File: config.mk
export PLATFORM = sky130hd
export DESIGN_NAME = tt_mem_arbiter
export DESIGN_NICKNAME = d
export VERILOG_FILES = /design/src/rtl/tt_mem_arbiter.sv
export SDC_FILE = /design/constraint.sdc
export NUM_CORES = 1
export LEC_CHECK = 0
export CAP_MARGIN = 10
export CORE_ASPECT_RATIO = 2
export CORE_UTILIZATION = 42
export DETAILED_ROUTE_END_ITERATION = 8
export PLACE_DENSITY = 0.81
export SYNTH_ARGS = -nofsm -noshare
export SYNTH_HDL_FRONTEND = slang
export SYNTH_SLANG_ARGS = --single-unit
File: constraint.sdc
create_clock -name clk -period 2.4 [get_ports clk]
set_input_delay 0.6 -clock clk [delete_from_list [all_inputs] [get_ports clk]]
set_output_delay 0.6 -clock clk [all_outputs]
set_load 0.01 [all_outputs]
File: src/rtl/tt_mem_arbiter.sv
// Two-port arbiter/sequencer for the Tiny Tapeout time-multiplexed 16-bit memory bus.
// Port 0 is a read-only fetch port, port 1 a load/store port; transfers are 2-cycle ADDR/DATA.
module tt_mem_arbiter #(
  parameter bit RR_ENABLE   = 1'b1,
  parameter bit FORCE_ALIGN = 1'b1
) (
  input  logic        clk,
  input  logic        rst,
  input  logic        p0_valid,
  output logic        p0_ready,
  input  logic [15:0] p0_addr,
  output logic        p0_rvalid,
  input  logic        p1_valid,
  output logic        p1_ready,
  input  logic [15:0] p1_addr,
  input  logic        p1_we,
  input  logic [15:0] p1_wdata,
  output logic        p1_rvalid,
  output logic [15:0] rdata,
  output logic        misalign,
  output logic [7:0]  uo_out,
  output logic [7:0]  uio_out,
  output logic [7:0]  uio_oe,
  input  logic [7:0]  ui_in,
  input  logic [7:0]  uio_in
);

  typedef enum logic [1:0] {S_IDLE, S_ADDR, S_DATA} state_e;
  typedef enum logic {PORT0, PORT1} port_e;

  state_e      state_q;
  port_e       owner_q, last_q;
  logic [15:0] addr_q, wdata_q, rdata_q;
  logic        we_q, misalign_q, p0_rvalid_q, p1_rvalid_q;

  port_e       grant_d;
  logic        accept_d;
  logic [15:0] addr_d;
  logic        we_d;
  logic        drive_d;
  logic [15:0] bus_d;

  // Arbitration and handshake: commands are taken in IDLE or in the DATA cycle of the previous transfer.
  always_comb begin
    grant_d = PORT0;
    if (p0_valid && p1_valid) begin
      grant_d = (RR_ENABLE && (last_q == PORT1)) ? PORT0 : PORT1;
    end else if (p1_valid) begin
      grant_d = PORT1;
    end
    accept_d = !rst && ((state_q == S_IDLE) || (state_q == S_DATA)) && (p0_valid || p1_valid);
    p0_ready = accept_d && (grant_d == PORT0);
    p1_ready = accept_d && (grant_d == PORT1);
    addr_d   = (grant_d == PORT1) ? p1_addr : p0_addr;
    we_d     = (grant_d == PORT1) && p1_we;
  end

  always_ff @(posedge clk or posedge rst) begin
    if (rst) begin
      state_q     <= S_IDLE;
      owner_q     <= PORT0;
      last_q      <= PORT1;
      addr_q      <= '0;
      wdata_q     <= '0;
      we_q        <= 1'b0;
      rdata_q     <= '0;
      misalign_q  <= 1'b0;
      p0_rvalid_q <= 1'b0;
      p1_rvalid_q <= 1'b0;
    end else begin
      p0_rvalid_q <= (state_q == S_DATA) && (owner_q == PORT0);
      p1_rvalid_q <= (state_q == S_DATA) && (owner_q == PORT1);
      if ((state_q == S_DATA) && !we_q) begin
        rdata_q <= {uio_in, ui_in};
      end
      if (accept_d) begin
        addr_q  <= addr_d;
        we_q    <= we_d;
        owner_q <= grant_d;
        last_q  <= grant_d;
        if (grant_d == PORT1) begin
          wdata_q <= p1_wdata;
        end
        if (FORCE_ALIGN && addr_d[0]) begin
          misalign_q <= 1'b1;
        end
      end
      unique case (state_q)
        S_ADDR:  state_q <= S_DATA;
        default: state_q <= accept_d ? S_ADDR : S_IDLE;
      endcase
    end
  end

  // Pins depend only on registered state so reset releases them asynchronously.
  always_comb begin
    drive_d = 1'b0;
    bus_d   = '0;
    unique case (state_q)
      S_ADDR: begin
        drive_d = 1'b1;
        bus_d   = {addr_q[15:1], addr_q[0] & ~FORCE_ALIGN};
      end
      S_DATA: begin
        if (we_q) begin
          drive_d = 1'b1;
          bus_d   = wdata_q;
        end
      end
      default: begin
        drive_d = 1'b0;
        bus_d   = '0;
      end
    endcase
  end

  assign uo_out    = bus_d[7:0];
  assign uio_out   = bus_d[15:8];
  assign uio_oe    = {8{drive_d}};
  assign rdata     = rdata_q;
  assign misalign  = misalign_q;
  assign p0_rvalid = p0_rvalid_q;
  assign p1_rvalid = p1_rvalid_q;

endmodule

Yosys cells after proc, flatten, opt, wreduce, memory -nomap -nowiden
Cells that the tools add are included.
{"block": "word_totals", "out_inout_bits": 45, "inputBits": 69, "ff_bits": 56, "elab_cells": 40}
{"block": "classes", "n_eq_ne": 2, "muxes": 10, "bitwise": 2, "n_reduce_logical": 16}
{"op": "$mux 16", "n": 2}
{"op": "$pmux 16 s2", "n": 1}
{"op": "$logic_and 1x1->1", "n": 9}
{"op": "$mux 1", "n": 5}
{"op": "$reduce_and 2->1", "n": 2}
{"op": "$eq 2x1->1 const B", "n": 1}
{"op": "$eq 2x2->1 const B", "n": 1}
{"op": "$logic_not 1->1", "n": 2}
{"op": "$logic_not 2->1", "n": 1}
{"op": "$logic_or 1x1->1", "n": 2}
{"op": "$mux 2", "n": 1}
{"op": "$not 1->1", "n": 2}
{"op": "$pmux 1 s2", "n": 1}

Depth between registers and ports, before layout
{"block": "depth", "depth_word": 6, "ltp_mapped": 7, "ltp_nobuf": 5}

Worst setup path after synthesis
OpenSTA, ideal clock, no wires.
{"block": "synth_path", "kind": "register -> output", "start": "reg state_q[1]", "end": "out uio_oe[0]", "t_required_ns": 1.800, "t_arrival_ns": 1.519, "stages_incl_launch_ff": 7, "setup_slack_ns": 0.281, "n_path_buf": 3, "cell_sequence": "dfrtp_1 > inv_1 > ha_1 > clkbuf_1 > clkbuf_1 > o21a_1 > buf_4"}
{"block": "synth_between", "elab_chain_cells": 2, "word_cells_on_any_way": 3, "cone_classes": "eq/ne: 2; mux: 1"}
{"element": "start: declaration", "line": "31", "text": "state_e state_q;"}
{"element": "start signal: assignment", "line": "90", "text": "default: state_q <= accept_d ? S_ADDR : S_IDLE;"}
{"element": "$eq 2x2->1 / $eq 2x1->1 (equally long branches)", "line": "99", "text": "unique case (state_q)"}
{"element": "$pmux 1 s2 (*)", "line": "99"}
{"element": "end: declaration", "line": "23", "text": "output logic [7:0] uio_oe,"}
Every way passes the cells marked *; elsewhere a longest branch is shown, timed or not.

Worst setup path in the final report
{"block": "layout_path", "start": "reg state_q[0]", "end": "out uio_oe[0]"}
The elaborated chain is that of the path after synthesis.

==> results.yml <==
clock_network:
  cts_tree: "yes"
  htree_num_levels: 2
  cts_buffers: 5
  clock_sinks: 55
  clk_pin_slew_ps: 60
  holdBufCountCts: 0
  clock_path_buffers: 2
  clk_latency_ps: 290
  root_buffer: "clkbuf_16"
synth:
  synth.most_common_cell: "dfrtp_1"
  synth-edff-count: 0
  seq_area_frac_synth: 0.525
  synth_area_um2: 2630
  syn-num-nets: 285
  synthFlopType: "dfrtp_1"
  yosys-top-cells-count: "54 x dfrtp_1, 20 x mux2_2, 18 x nor2b_1"
  synth_top_area_frac: 0.515
  avgSynthCellArea_um2: 12.3
  synth.distinct_cells: 27
  synth_warnings: 0
  ys_async_sr_fraction: 1.00
  netlist_instances: 213
  synthMuxAreaShare: 0.154
  synth_adder_area_share: 0.0143
  netlist_top_cells_area: "dfrtp_1 51%, mux2_2 8.6%, mux2_4 6.9%"
  synth_top_family_by_area: "multiplexers"
  synth_xor_area_frac: 0
  synth_area_leader_cell: "dfrtp_1"
  yosys.area_share.simple: 0.110
  postSynthRegisterBits: 55
  synth_compound_area_frac: 0.125
timing:
  min_period_ps: 2320
  final-setup-viol-count: 0
  fmax_ghz: 0.431
  rsz0062_at_grt: "yes"
  whs_ps: 454
  finalMaxSlewViolations: 0
  worst_pin_slew_ps: 797
  hold_violations: 0
  finalClockSkew_ps: 2.40
  max_slew_margin: 0.469
  fin_crit_sh: 0.967
finish:
  layout-drive-gt1-share: 0.252
  diodes: 0
  postLayoutCoreUtil: 0.659
  fill_cells: 498
  fin_cells: 389
  multi_input_area_um2: 1110
  final-seq-area_um2: 1380
  nNetsFinal: 397
  syn_to_final_growth_pct: 50.6
pwr:
  ir_drop_v: 0.000615
  power.density_nw_per_um2: 964
  power_leakage_nw: 1.71
routing:
  routed_via_density: 5.39
  drt_iter0_markers: 73
  drt_first_pass_iters: 6
  wire_per_inst_um: 16.8
  final_antenna_net_count: 0
  drc: 10
  vias: 2096
  wirelength_um: 6530
worst_setup_path:
  critPathLaunchType: "register"
  worst-r2r-cell-count: 7
  crit_required_ps: 1800
  cp.arrival_ps: 1720
  crit_path_max_incr_delay_ps: 360
  worstSetupPathType: "register to output pin"
  r2r_slack_ps: 310
  rr_startpoint: "state_q[0]$_DFF_PP0_"
  crit_chain: "inv_2 -> ha_2 -> and2_4 -> buf_12 -> o21a_4 -> dlygate4sd2_1"
  regToRegEndpoint: "wdata_q[15]$_DFFE_PP0P_"
  slowest_stage: "dfrtp_1"
  crit_path_end_kind: "output pin"
  path_max_fanout: 15
status:
  status: "finished with violations"
  violations: "design-rule violations"
floorplanning:
  die-width_um: 57.9
  ios: 114
  die_y_um: 114
  rows: 40
  fp.dieArea_um2: 6590
  core-area_um2: 6010
  start_util: 0.437
place:
  placedCellCount: 380
  place_congestion: 0.786
  dp_hpwl_um: 4870
  port_buffers: 113
min_path:
  min_from: "owner_q$_DFFE_PP0P_"
  min_to: "p0_rvalid$_DFF_PP0_"
  min_path_type: "register to register"
  hold_path_depth: 1
global_routing:
  grt_pass1_wl_um: 10300
  grt_max_degree: 38
  grt_overflow_total: 0
  grtUsageTotal: 0.205
  grt_antenna_before_repair: 0
  grt_pass1_vias: 2159
job:
  cap_violations: 0
## cell type report
cell class,count,share of cell area
inverters,5,0.00475
multi-input cells,128,0.280
repair buffers,130,0.307
clock buffers,8,0.0395
flip-flops and latches,55,0.348
well taps,63,0.0199
## layout by cell type, fill, tap and decap left out, drive strengths merged
cell type,instances
clkdlybuf4s50,87
dfrtp,54
mux2,32
clkbuf,21
nor2b,18
buf,17
nand2,16
a221o,16
nor3,15
a22oi,15
clkdlybuf4s15,7
dlygate4sd2,5
inv,5
ha,3
a21oi,2
and3,2
and2,2
o21ba,1
o21ai,1
o21bai,1
nor2,1
o21a,1
nor3b,1
a22o,1
dfstp,1
dlymetal6s2s,1
## registers in the layout, summed over array words and instances, names as in the netlist, 2 cells and up
| register | flops |
|---|---|
| wdata_q | 16 |
| rdata | 16 |
| state_q | 2 |
| addr_q | 15 |
## per-layer routing
layer / vias to the layer above / wire length (um) / track usage
met4: 0 / 179 / 0.0873
met5: - / 0 / 0
met1: 1031 / 2360 / 0.223
met3: 10 / 284 / 0.0215
li1: 978 / - / -
met2: 77 / 3710 / 0.385
## worst max-delay path, delay by kind of cell (launching register included)
kind                       cells  cell delay [ps]
DFF                            1              360
adders and majority gates      1              190
AOI/OAI and AO/OA              1              220
buffers and inverters          3              480
and+or+nand+nor                1              170
## cells by family after synthesis
| kind of cell | count (synthesis) |
|---|---|
| AOI/OAI and AO/OA | 38 |
| muxes | 32 |
| DFF | 55 |
| and+or+nand+nor | 55 |
| adders and majority gates | 3 |
| buffers and inverters | 30 |
## what timing repair did
action	4_1_cts	5_1_grt
endpoints found under the setup margin	26	26
setup buffers	0	1
hold endpoints to repair	0	0
resized for setup	39	31
pin swaps	1	1
## through the flow
step           total power, mW  cell area, um2  setup TNS, ps  setup WS, ps
2_1_floorplan             2.38            2630              0           281
3_3_place_gp              3.01            3810          -4060          -308
3_5_place_dp              3.07            3810          -5300          -310
4_1_cts                   3.82            3970           -284          -241
5_1_grt                   4.02            3960          -17.8         -4.97
6_report                  3.81            3960              0          79.8
## how the worst max path moves through the flow
stage                    startpoint    endpoint  cells after the start
4_1_cts        state_q[1]$_DFF_PP0_  uio_out[0]                      5
3_3_place_gp                    rst    p1_ready                      4
5_1_grt        state_q[0]$_DFF_PP0_   uio_oe[0]                      6
3_5_place_dp                    rst    p1_ready                      4
2_1_floorplan  state_q[1]$_DFF_PP0_   uio_oe[0]                      6
6_report       state_q[0]$_DFF_PP0_   uio_oe[0]                      6
## power by group
group / total (mW) / switching [mW] / internal (mW)
clock: 0.750 / 0.305 / 0.445
sequential: 1.58 / 0.235 / 1.34
combinational: 1.49 / 0.548 / 0.939
total: 3.81 / 1.09 / 2.73
Note: power is estimated with default switching activity, not from simulation.
